[src/rtl/fifo_read_ctrl.sv]
// Read-side drain engine: pops words from fifo_async into a small ring buffer
// and presents them on a valid/ready stream, counting delivered words.

module fifo_read_ctrl_chk #(
  parameter int OW = 3
) (
  input logic          clk,
  input logic          rst,
  input logic          cap,
  input logic          pop,
  input logic [OW-1:0] occ,
  input logic [OW-1:0] depth
);

  // A capture into a full buffer without a simultaneous pop would overwrite a word
  always_ff @(posedge clk) begin
    if (!rst) begin
      assert (!(cap && (occ == depth) && !pop))
        else $error("fifo_read_ctrl: capture into full buffer");
    end
  end

endmodule

module fifo_read_ctrl #(
  parameter int DW        = 8,
  parameter int BUF_DEPTH = 4,
  parameter int CW        = 16
) (
  input  logic          rd_clk,
  input  logic          rst,
  input  logic          en,
  input  logic          fifo_empty,
  output logic          fifo_rd,
  input  logic [DW-1:0] fifo_data,
  output logic          m_valid,
  output logic [DW-1:0] m_data,
  input  logic          m_ready,
  output logic [CW-1:0] rd_count,
  output logic          busy
);

  localparam int AW = (BUF_DEPTH > 1) ? $clog2(BUF_DEPTH) : 1;
  localparam int OW = AW + 1;
  localparam logic [OW-1:0] DEPTH   = OW'(BUF_DEPTH);
  localparam logic [OW:0]   DEPTH_X = (OW + 1)'(BUF_DEPTH);
  localparam logic [AW-1:0] PTR_ONE = AW'(1);
  localparam logic [OW-1:0] OCC_ONE = OW'(1);

  typedef enum logic [1:0] {
    IDLE  = 2'd0,
    RUN   = 2'd1,
    DRAIN = 2'd2
  } state_t;

  state_t        state_q, state_d;
  logic [AW-1:0] wr_ptr_q, wr_ptr_d, rd_ptr_q, rd_ptr_d;
  logic [OW-1:0] occ_q, occ_d;
  logic          rd_pend_q, rd_pend_d;
  logic [CW-1:0] rd_count_q, rd_count_d;
  logic [DW-1:0] buf_q [BUF_DEPTH];
  logic [DW-1:0] buf_d [BUF_DEPTH];
  logic [OW:0]   fill_s;
  logic          pop_s;

  // In-flight read counts against capacity so the buffer can never overflow
  assign fill_s   = {1'b0, occ_q} + {{OW{1'b0}}, rd_pend_q};
  assign fifo_rd  = (state_q == RUN) && !fifo_empty && (fill_s < DEPTH_X);
  assign m_valid  = (occ_q != {OW{1'b0}});
  assign m_data   = buf_q[rd_ptr_q];
  assign rd_count = rd_count_q;
  assign busy     = (state_q != IDLE) || m_valid || rd_pend_q;
  assign pop_s    = m_valid && m_ready;

  // Next-state logic for FSM, buffer pointers, occupancy and counter
  always_comb begin
    state_d    = state_q;
    buf_d      = buf_q;
    rd_pend_d  = fifo_rd;
    rd_count_d = rd_count_q + {{(CW-1){1'b0}}, pop_s};
    case (state_q)
      IDLE:    if (en) state_d = RUN; else state_d = IDLE;
      RUN:     if (!en) state_d = DRAIN; else state_d = RUN;
      DRAIN: begin
        if (en) state_d = RUN;
        else if (!m_valid && !rd_pend_q) state_d = IDLE;
        else state_d = DRAIN;
      end
      default: state_d = IDLE;
    endcase
    if (rd_pend_q) begin
      buf_d[wr_ptr_q] = fifo_data;
      wr_ptr_d        = wr_ptr_q + PTR_ONE;
    end else begin
      wr_ptr_d        = wr_ptr_q;
    end
    if (pop_s) rd_ptr_d = rd_ptr_q + PTR_ONE; else rd_ptr_d = rd_ptr_q;
    case ({rd_pend_q, pop_s})
      2'b10:   occ_d = occ_q + OCC_ONE;
      2'b01:   occ_d = occ_q - OCC_ONE;
      default: occ_d = occ_q;
    endcase
  end

  // State registers; reset discards buffered and in-flight words
  always_ff @(posedge rd_clk or posedge rst) begin
    if (rst) begin
      state_q    <= IDLE;
      wr_ptr_q   <= {AW{1'b0}};
      rd_ptr_q   <= {AW{1'b0}};
      occ_q      <= {OW{1'b0}};
      rd_pend_q  <= 1'b0;
      rd_count_q <= {CW{1'b0}};
      for (int i = 0; i < BUF_DEPTH; i++) buf_q[i] <= {DW{1'b0}};
    end else begin
      state_q    <= state_d;
      wr_ptr_q   <= wr_ptr_d;
      rd_ptr_q   <= rd_ptr_d;
      occ_q      <= occ_d;
      rd_pend_q  <= rd_pend_d;
      rd_count_q <= rd_count_d;
      buf_q      <= buf_d;
    end
  end

  fifo_read_ctrl_chk #(.OW(OW)) u_chk (
    .clk   (rd_clk),
    .rst   (rst),
    .cap   (rd_pend_q),
    .pop   (pop_s),
    .occ   (occ_q),
    .depth (DEPTH)
  );

endmodule
[config.mk]
export PLATFORM = sky130hd
export DESIGN_NAME = fifo_read_ctrl
export DESIGN_NICKNAME = d
export VERILOG_FILES = /design/src/rtl/fifo_read_ctrl.sv
export SDC_FILE = /design/constraint.sdc
export NUM_CORES = 1
export LEC_CHECK = 0
export BUFFER_PORTS_ARGS = -buffer_cell sky130_fd_sc_hd__buf_2
export CORE_MARGIN = 2
export CORE_UTILIZATION = 51
export DETAILED_ROUTE_END_ITERATION = 16
export HOLD_SLACK_MARGIN = 0.1
export PLACE_DENSITY = 0.86
export SKIP_CTS_REPAIR_TIMING = 1
export SLEW_MARGIN = 20
export SYNTH_ARGS = -nofsm -noshare
export SYNTH_HDL_FRONTEND = slang
export SYNTH_SLANG_ARGS = --single-unit
export TNS_END_PERCENT = 50
[constraint.sdc]
create_clock -name rd_clk -period 1.6 [get_ports rd_clk]
set_input_delay 0 -clock rd_clk [delete_from_list [all_inputs] [get_ports rd_clk]]
set_output_delay 0 -clock rd_clk [all_outputs]
set_load 0.05 [all_outputs]
# --- Word-level counts from Yosys, hierarchy flattened ---
# Index checks and enable logic that the tools add are counted.
# Widths: inputs -> output; s select.
word_totals:
  ff_bits: 58
op_classes:
  n_addsub: 6
  n_lt_le_gt_ge: 4
  eq_ne: 4
  muxes: 12
  bitwise_logic: 2
  n_reduce_logical: 14
op_table:
  columns: ["op", "count"]
  rows:
  - ["$bwmux 32", 1]
  - ["$mux 8", 3]
  - ["$add 16x1->16", 1]
  - ["$bmux 8 s2", 1]
  - ["$demux 8 s2", 1]
  - ["$ge 3x3->1 const B", 2]
  - ["$mux 2", 3]
  - ["$not 2->3", 2]
  - ["$pmux 2 s3", 1]
  - ["$pmux 3 s2", 1]
  - ["$logic_and 1x1->1", 5]
  - ["$add 2x1->2 const B", 2]
  - ["$add 3x1->4", 1]
  - ["$eq 2x1->1 const B", 2]
  - ["$eq 2x2->1 const B", 2]
  - ["$lt 4x3->1 const B", 1]
  - ["$reduce_bool 2->1", 2]
  - ["$add 3x1->3 const B", 1]
  - ["$logic_not 1->1", 3]
  - ["$lt 3x1->1 const B", 1]
  - ["$reduce_bool 3->1", 1]
  - ["$sub 3x1->3 const B", 1]
  - ["$logic_not 2->1", 1]
  - ["$logic_or 1x1->1", 2]
  - ["$mux 1", 1]

# --- Longest topological paths before layout ---
# Gate-level depths: netlist of the first run.
depth:
  ltp_word: 6
  ltp_mapped: 7
  ltp_nobuf: 7

# --- Least setup slack after synthesis of the first run ---
# OpenSTA, ideal clock, no wires.
synth_path:
  path_type: "reg2reg"
  from: "register rd_pend_q"
  to: "register rd_pend_q"
  setup_time_ns: 0.289
  arrival_time_ns: 2.351
  required_time_ns: 1.311
  slack_ns: -1.040
  path_stages_with_launch: 5
  period_less_slack_ns: 2.640
  cell_sequence: "dfrtp_1 > buf_2 > buf_4 > and3_2 > nor4_1"
synth_via:
  elab_chain_len: 3
synth_lines:
  columns: ["item", "line", "source"]
  rows:
  - ["start: declaration", "59", "logic rd_pend_q, rd_pend_d;"]
  - ["start signal: assignment", "120", "rd_pend_q <= rd_pend_d;"]
  - ["$add 3x1->4", "67", "assign fill_s = {1'b0, occ_q} + {{OW{1'b0}}, rd_pend_q};"]
  - ["$lt 4x3->1", "68", "assign fifo_rd = (state_q == RUN) && !fifo_empty && (fill_s < DEPTH_X);"]
  - ["$logic_and 1x1->1", "68", null]
  - ["named net fifo_rd", "34", "output logic fifo_rd,"]
# The timed path passes the listed nets, and every way through them passes these cells.
# A chain may end at the register's enable or synchronous reset.

# --- Final worst setup path of the first run ---
layout_path:
  from: "register occ_q[0]"
  to: "output port busy"
layout_via:
  elab_chain_len: 3
layout_lines:
  columns: ["item", "line", "source"]
  rows:
  - ["start: declaration", "58", "logic [OW-1:0] occ_q, occ_d;"]
  - ["start signal: assignment", "111", "occ_q <= {OW{1'b0}};"]
  - ["$reduce_bool 3->1", "69", "assign m_valid = (occ_q != {OW{1'b0}});"]
  - ["$logic_or 1x1->1 (2 in a row)", "72", "assign busy = (state_q != IDLE) || m_valid || rd_pend_q;"]
  - ["end: declaration", "40", "output logic busy"]
# Every way passes these cells.

==> run summary, run 1 <==
Placed wire-length estimate after detailed placement - 3090 microns
Vias in the first global route - 1564
Global route hottest layer - met2
Detail-routed via count per cell - 5.08
Share of cells above drive strength 1 - 51.4%
Crit path kind - flop to primary output
Grt met1 use - 23.3%
Num CTS Buffers - 9
Clock Root Buffer - clkbuf_8
Largest net degree at the start of global routing - 59
FILL cells - 352
Worst Setup End Kind - primary output
Failing checks - setup timing
Row cnt - 26
Clock latency on the worst-skew pair - 0.33 ns
Crit start category - flop
DRC - 0
WL per Instance - 14.9 microns
Final hold vios - 0
Cell variety after synth - 36
Proportion of netlist area held by the largest area contributor - 55.2%
CTS HTree Levels - 3
Clk_skew - 0.0102 ns
Sink Count - 58
Tot Pwr - 7460 uW
Iteration-0 DRC count of the detailed router - 58
TritonCTS clock tree - built
First-pass GRT wire length - 7430 microns
Hold WC Path Type - input pin to flop
Clock transition at path regs - 0.07 ns
Maximum clock frequency - 575 MHz
Die width - 75.8 microns
Crit path largest cell delay - 0.43 ns
Final worst path period share - 109%
P&R area growth vs syn - 31.9%
Port bufs - 39
Max-Cap Viols - 0
Register bit count reported by yosys - 58
VDD IR max - 0.00109 V
Sw Share - 39.4%
Required time of the critical path - 1.60 ns
Antenna violation net count after detailed routing - 0
NetSw - 2940 uW
Initial Util - 52.1%
Die Y - 75.8 microns
Max-slew violation count - 0
Routed WL - 4850 microns
Nets - 270
Global Route Usage Sum - 17.9%
Syn Area/Cell - 14.5 sq um
N_diodes - 0
CP max FO - 4
Sequential share of the synthesized area - 55.2%
Worst-Margin Slew - 0.438 ns
Worst setup margin - -0.138 ns
Core area - 0.00504 sq mm
RSZ-0062 raised after global routing - true
Top post-synthesis cells by area - dfrtp_1 55%, mux2_2 14%, mux4_2 6.9%, xnor2_1 4.0%, ha_1 2.9%
Pre-Repair DR Iteration Count - 4
Post-Syn Area - 0.00263 sq mm
Setup violators final - 2
Global route overflow - 0
Pwr dens - 2150 mW/mm^2
Leakage - 0.00157 uW
Slowest CP cell - or4_4
Post-synthesis cell count - 181
Met2 Usage GRT - 28.5%
Final GP Congestion - 0.738
Register share of total power - 34.0%
Yosys warns - 0
Via Count - 1650
Syn Nets - 201
Max-slew headroom - 70.8%
Run status - complete, but fails checks
Post-Route Setup TNS - -0.156 ns
Critical Path AT - 1.74 ns
I/O pin count - 40
Antenna violations before repair - 0
Crit-path cells - or3_4 -> or4_4 -> buf_8
Final min period - 1.74 ns
Power share of the clock group - 21.7%
Max clock buf depth - 2
Synth area leader - dfrtp_1
DIE AREA - 0.00574 sq mm
Dpl ws - 0.0278 ns
Int Power - 4530 uW
Grt met3 use - 3.17%
Gate power share - 44.3%
## power groups by stage
stage | combinational [uW] | sequential, uW | clock, uW
after CTS | 3100 | 2550 | 1640
after detailed placement | 3070 | 2570 | 0
after global routing | 3510 | 2620 | 1720
after floorplan | 2250 | 2690 | 0
final | 3310 | 2540 | 1620
after global placement | 3010 | 2530 | 0
## cell usage after synthesis
| library cell | n |
|---|---|
| or3_4 | 1 |
| dfrtp_1 | 58 |
| and4_1 | 2 |
| xnor2_4 | 1 |
| buf_2 | 2 |
| mux2i_1 | 1 |
| mux4_2 | 8 |
| nand4_1 | 4 |
| nor3_4 | 1 |
| o21ai_0 | 2 |
| a21boi_0 | 1 |
| xor2_1 | 7 |
| nand4_2 | 1 |
| nand2_1 | 11 |
| nor2b_1 | 1 |
| nand2_2 | 1 |
| xnor2_1 | 12 |
| nor4_1 | 1 |
| and2_1 | 1 |
| inv_1 | 6 |
| nor2_1 | 3 |
| o311ai_2 | 1 |
| fa_1 | 1 |
| and3_1 | 2 |
| buf_1 | 1 |
| buf_6 | 1 |
| nand3_1 | 3 |
| a21oi_1 | 1 |
| and3_2 | 1 |
| ha_1 | 6 |
| nand2b_1 | 3 |
| mux2_2 | 32 |
| buf_4 | 1 |
| or4_1 | 1 |
| o22ai_2 | 1 |
| o31a_1 | 1 |
## path summary, 6_finish.rpt
path,start,end,slack (ns),cells past startpoint
worst max-delay path,occ_q[0],busy,-0.14,3
worst min register to register,rd_count[15],rd_count[15],0.48,1
max in group asynchronous,rst,occ_q[1],1.05,4
worst min-delay path,m_ready,rd_count[1],0.10,4
min in group asynchronous,rst,rd_count[2],0.29,4
worst max register to register,occ_q[1],rd_count[12],-0.02,8
## area by class of cell
| class | instances | area (sq um) | area share (%) |
|---|---|---|---|
| clock inverters | 7 | 118 | 3.39 |
| repair buffers | 63 | 463 | 13.4 |
| multi-input cells | 112 | 1190 | 34.5 |
| well taps | 70 | 87.6 | 2.53 |
| inverters | 6 | 22.5 | 0.650 |
| clock buffers | 9 | 124 | 3.57 |
| flip-flops and latches | 58 | 1460 | 42.0 |
## cells in the final DEF, fill, tap and decap left out, types with 2 or more instances in the layout
cell type,instances
clkbuf_8,9
nand3_1,3
ha_1,5
buf_2,34
nor2_1,2
dfrtp_1,54
and4_1,2
clkinvlp_4,3
nand4_1,4
dlygate4sd3_1,11
mux4_2,8
mux2_2,32
nand2_2,2
inv_2,2
inv_1,4
o21ai_0,2
nand2_1,9
dfrtp_2,4
buf_6,4
bufinv_16,3
nand2b_1,2
buf_4,11
xor2_1,7
xnor2_1,12
buf_12,2
## critical path: cells and delay by family (launching register included)
family                 cells  cell delay (ns)
AND/OR/NAND/NOR            2             0.83
flip-flops                 1             0.42
buffers and inverters      1             0.16
## registers in the layout, indices dropped and copies added, names as in the netlist
name and count:
buf_q 32, occ_q 3, rd_count 16, rd_pend_q 1, rd_ptr_q 2, state_q 2, wr_ptr_q 2
## cell families after synthesis
| family | count (synthesis) | share of synthesized area (%) |
|---|---|---|
| xor gates and xnor gates | 20 | 7.38 |
| DFF | 58 | 55.2 |
| muxes | 41 | 21.0 |
| adders and majority gates | 7 | 3.62 |
| AOI/OAI and AO/OA | 7 | 2.29 |
| and+or+nand+nor | 37 | 8.43 |
| buffers and inverters | 11 | 2.10 |
## layer usage
metal	up-vias	wire [microns]	share of wire, %
met5	-	0	0
met2	24	2560	53
met1	832	2090	43
li1	786	-	-
met4	0	83	1.7
met3	8	122	2.5
## per-stage QoR
step | std cells | area (sq um) | util, % | hold WS [ns]
finish | 325 | 3470 | 68.7 | 0.101
global route | 325 | 3470 | 68.7 | 0.100
CTS | 309 | 3260 | 64.7 | -0.269
detailed placement | 293 | 3020 | 59.9 | 0.0895
global placement | 293 | 3020 | 59.9 | 0.0823
floorplan | 181 | 2690 | - | 0.0631
Note: power is estimated with default switching activity, not from simulation.
==> inputs of run 2 (changes only) <==
Settings changed: PLACE_DENSITY 0.86 to 0.76, SLEW_MARGIN 20 to 5, SYNTH_HIERARCHICAL set to 1.
==> run 2 against run 1 <==
Against the previous run: the run still ends with setup timing left; worst setup slack lost 0.075 ns; critical path type unchanged; clock power grew 2%; synthesized cell count stayed put; cell count stayed put; sequential cell count is the same; largest cell class unchanged; register-to-register slack improved by 0.07 ns.
==> run summary, run 2 <==
Run status - complete, but fails checks
Vias in the first global route - 1547
Most common cell after layout, fill and taps aside - dfrtp_1
Crit-path cells - buf_6 -> or3_4 -> or4_4 -> buf_8
Post-synth top flop - dfrtp_1
Setup violators final - 1
P&R area growth vs syn - 32.2%
Crit path kind - flop to primary output
Max-slew violation count - 0
Final hold vios - 0
Hold WC Path Type - input pin to flop
Top post-synthesis cells by count - 58 x dfrtp_1, 32 x mux2_2, 12 x xnor2_1, 11 x nand2_1, 8 x mux4_2
Row cnt - 26
Pre-Repair DR Iteration Count - 4
Worst path buffer plus inverter count - 2
Sequential share of the synthesized area - 55.2%
Share of cells above drive strength 1 - 51.0%
Max-slew headroom - 69.5%
Post-Syn Area - 0.00263 sq mm
Leakage - 0.00159 uW
Slowest CP cell - dfrtp_2
N_diodes - 0
DRC - 0
Antenna violation net count after detailed routing - 0
DIE AREA - 0.00574 sq mm
Design area - 0.00347 sq mm
Maximum clock frequency - 552 MHz
CP max FO - 3
Synth area leader - dfrtp_1
Crit path max-delay family - simple AND/OR/NAND/NOR gates
Final worst path period share - 113%
Max-Cap Viols - 0
Global Route Usage Sum - 17.9%
Dpl ws - 0.0368 ns
Register bit count reported by yosys - 58
I/O pin count - 40
Routed WL - 4770 microns
Proportion of netlist area held by the largest area contributor - 55.2%
Syn Nets - 201
WL per Instance - 14.7 microns
Worst Setup End Kind - primary output
Required time of the critical path - 1.60 ns
Clock transition at path regs - 0.06 ns
Nets - 270
Via Count - 1614
Clock latency on the worst-skew pair - 0.32 ns
Crit start category - flop
Max clock buf depth - 2
Top post-synthesis cells by area - dfrtp_1 55%, mux2_2 14%, mux4_2 6.9%, xnor2_1 4.0%, ha_1 2.9%
Crit path largest cell delay - 0.43 ns
Detail-routed via count per cell - 4.97
Commonest non-fill, non-tap cells in the layout - 54 x dfrtp_1, 32 x mux2_2, 32 x buf_2
Yosys warns - 6
Initial Util - 52.1%
Clk_skew - 0.00344 ns
Async SR Flop Fraction - 100%
Worst setup margin - -0.213 ns
TritonCTS clock tree - built
Syn Area/Cell - 14.5 sq um
Cell variety after synth - 36
Failing checks - setup timing
CTS HTree Levels - 3
Post-synthesis cell count - 181
Num CTS Buffers - 9
Die width - 75.8 microns
Largest net degree at the start of global routing - 40
Worst hold slack - 0.129 ns
First-pass GRT wire length - 7360 microns
Antenna violations before repair - 0
Sink Count - 58
Critical Path AT - 1.81 ns
Placed wire-length estimate after detailed placement - 3170 microns
Iteration-0 DRC count of the detailed router - 57
Placed inst area - 0.00303 sq mm
Global route overflow - 0
Port bufs - 39
Worst-Margin Slew - 0.457 ns
Final GP Congestion - 0.798
VDD IR max - 0.00124 V
Pwr dens - 2170 mW/mm^2
Most frequent cell after synthesis - dfrtp_1
Number of synthesized flops with an enable pin - 0
Biggest register - buf_q
Max reg flops - 32
Final min period - 1.81 ns
Core area - 0.00504 sq mm
RSZ-0062 raised after global routing - true
Clock Root Buffer - clkbuf_8
Die Y - 75.8 microns
## run 2: cell types whose count changed in the layout (fill, tap and decap cells not counted), sizes merged
cell / change
clkinv: +1
clkinvlp: -3
clkbuf: +2
## run 2: power breakdown
group | switching (uW) | leakage, uW | internal [uW] | total, uW
Combinational | 1830 | 0.000757 | 1480 | 3320
Clock | 549 | 0.000129 | 1110 | 1660
Sequential | 469 | 0.000702 | 2080 | 2540
## run 2: metrics by stage
stage | setup TNS, ns | cells | total power [uW] | utilization (%)
global placement | 0 | 296 | 5510 | 60.1
global route | -0.473 | 325 | 7950 | 68.9
CTS | -0.725 | 312 | 7320 | 65.1
floorplan | -0.0588 | 181 | 4940 | -
detailed placement | 0 | 296 | 5600 | 60.1
finish | -0.213 | 325 | 7530 | 68.9
## run 2: worst paths after layout
path,start,to,slack (ns),depth (start not counted)
max reg2reg,occ_q[1],occ_q[2],0.05,6
max in group asynchronous,rst,buf_q[29],0.81,4
min,m_ready,rd_count[1],0.13,4
max,occ_q[2],busy,-0.21,4
min reg2reg,rd_count[15],rd_count[15],0.47,1
min in group asynchronous,rst,rd_count[13],0.24,3
## run 2: cell type report
type / instances / area [sq um]
Sequential cell: 58 / 1460
Clock buffer: 11 / 151
Inverter: 6 / 22.5
Clock inverter: 5 / 100
Timing Repair Buffer: 63 / 474
Tap cell: 70 / 87.6
Fill cell: 368 / 1570
Multi-Input combinational cell: 112 / 1180
## run 2: kinds of logic after synthesis
logic type | synth area share [%]
simple gates | 8.43
fa+ha+maj | 3.62
compound gates | 2.29
mux | 21.0
flops | 55.2
xor+xnor | 7.38
buf+inv | 2.10
## run 2: worst min-delay path, cell delays in order
cell	delay, ns
buf_2	0.12
o311ai_4	0.09
inv_2	0.07
ha_4	0.13
## run 2: metal layers
metal	vias up	wire length [microns]	global-route usage, %
met5	-	0	0
met4	0	47	6.43
met3	5	163	5.95
met2	24	2410	26.5
met1	802	2140	24.7
li1	783	-	-
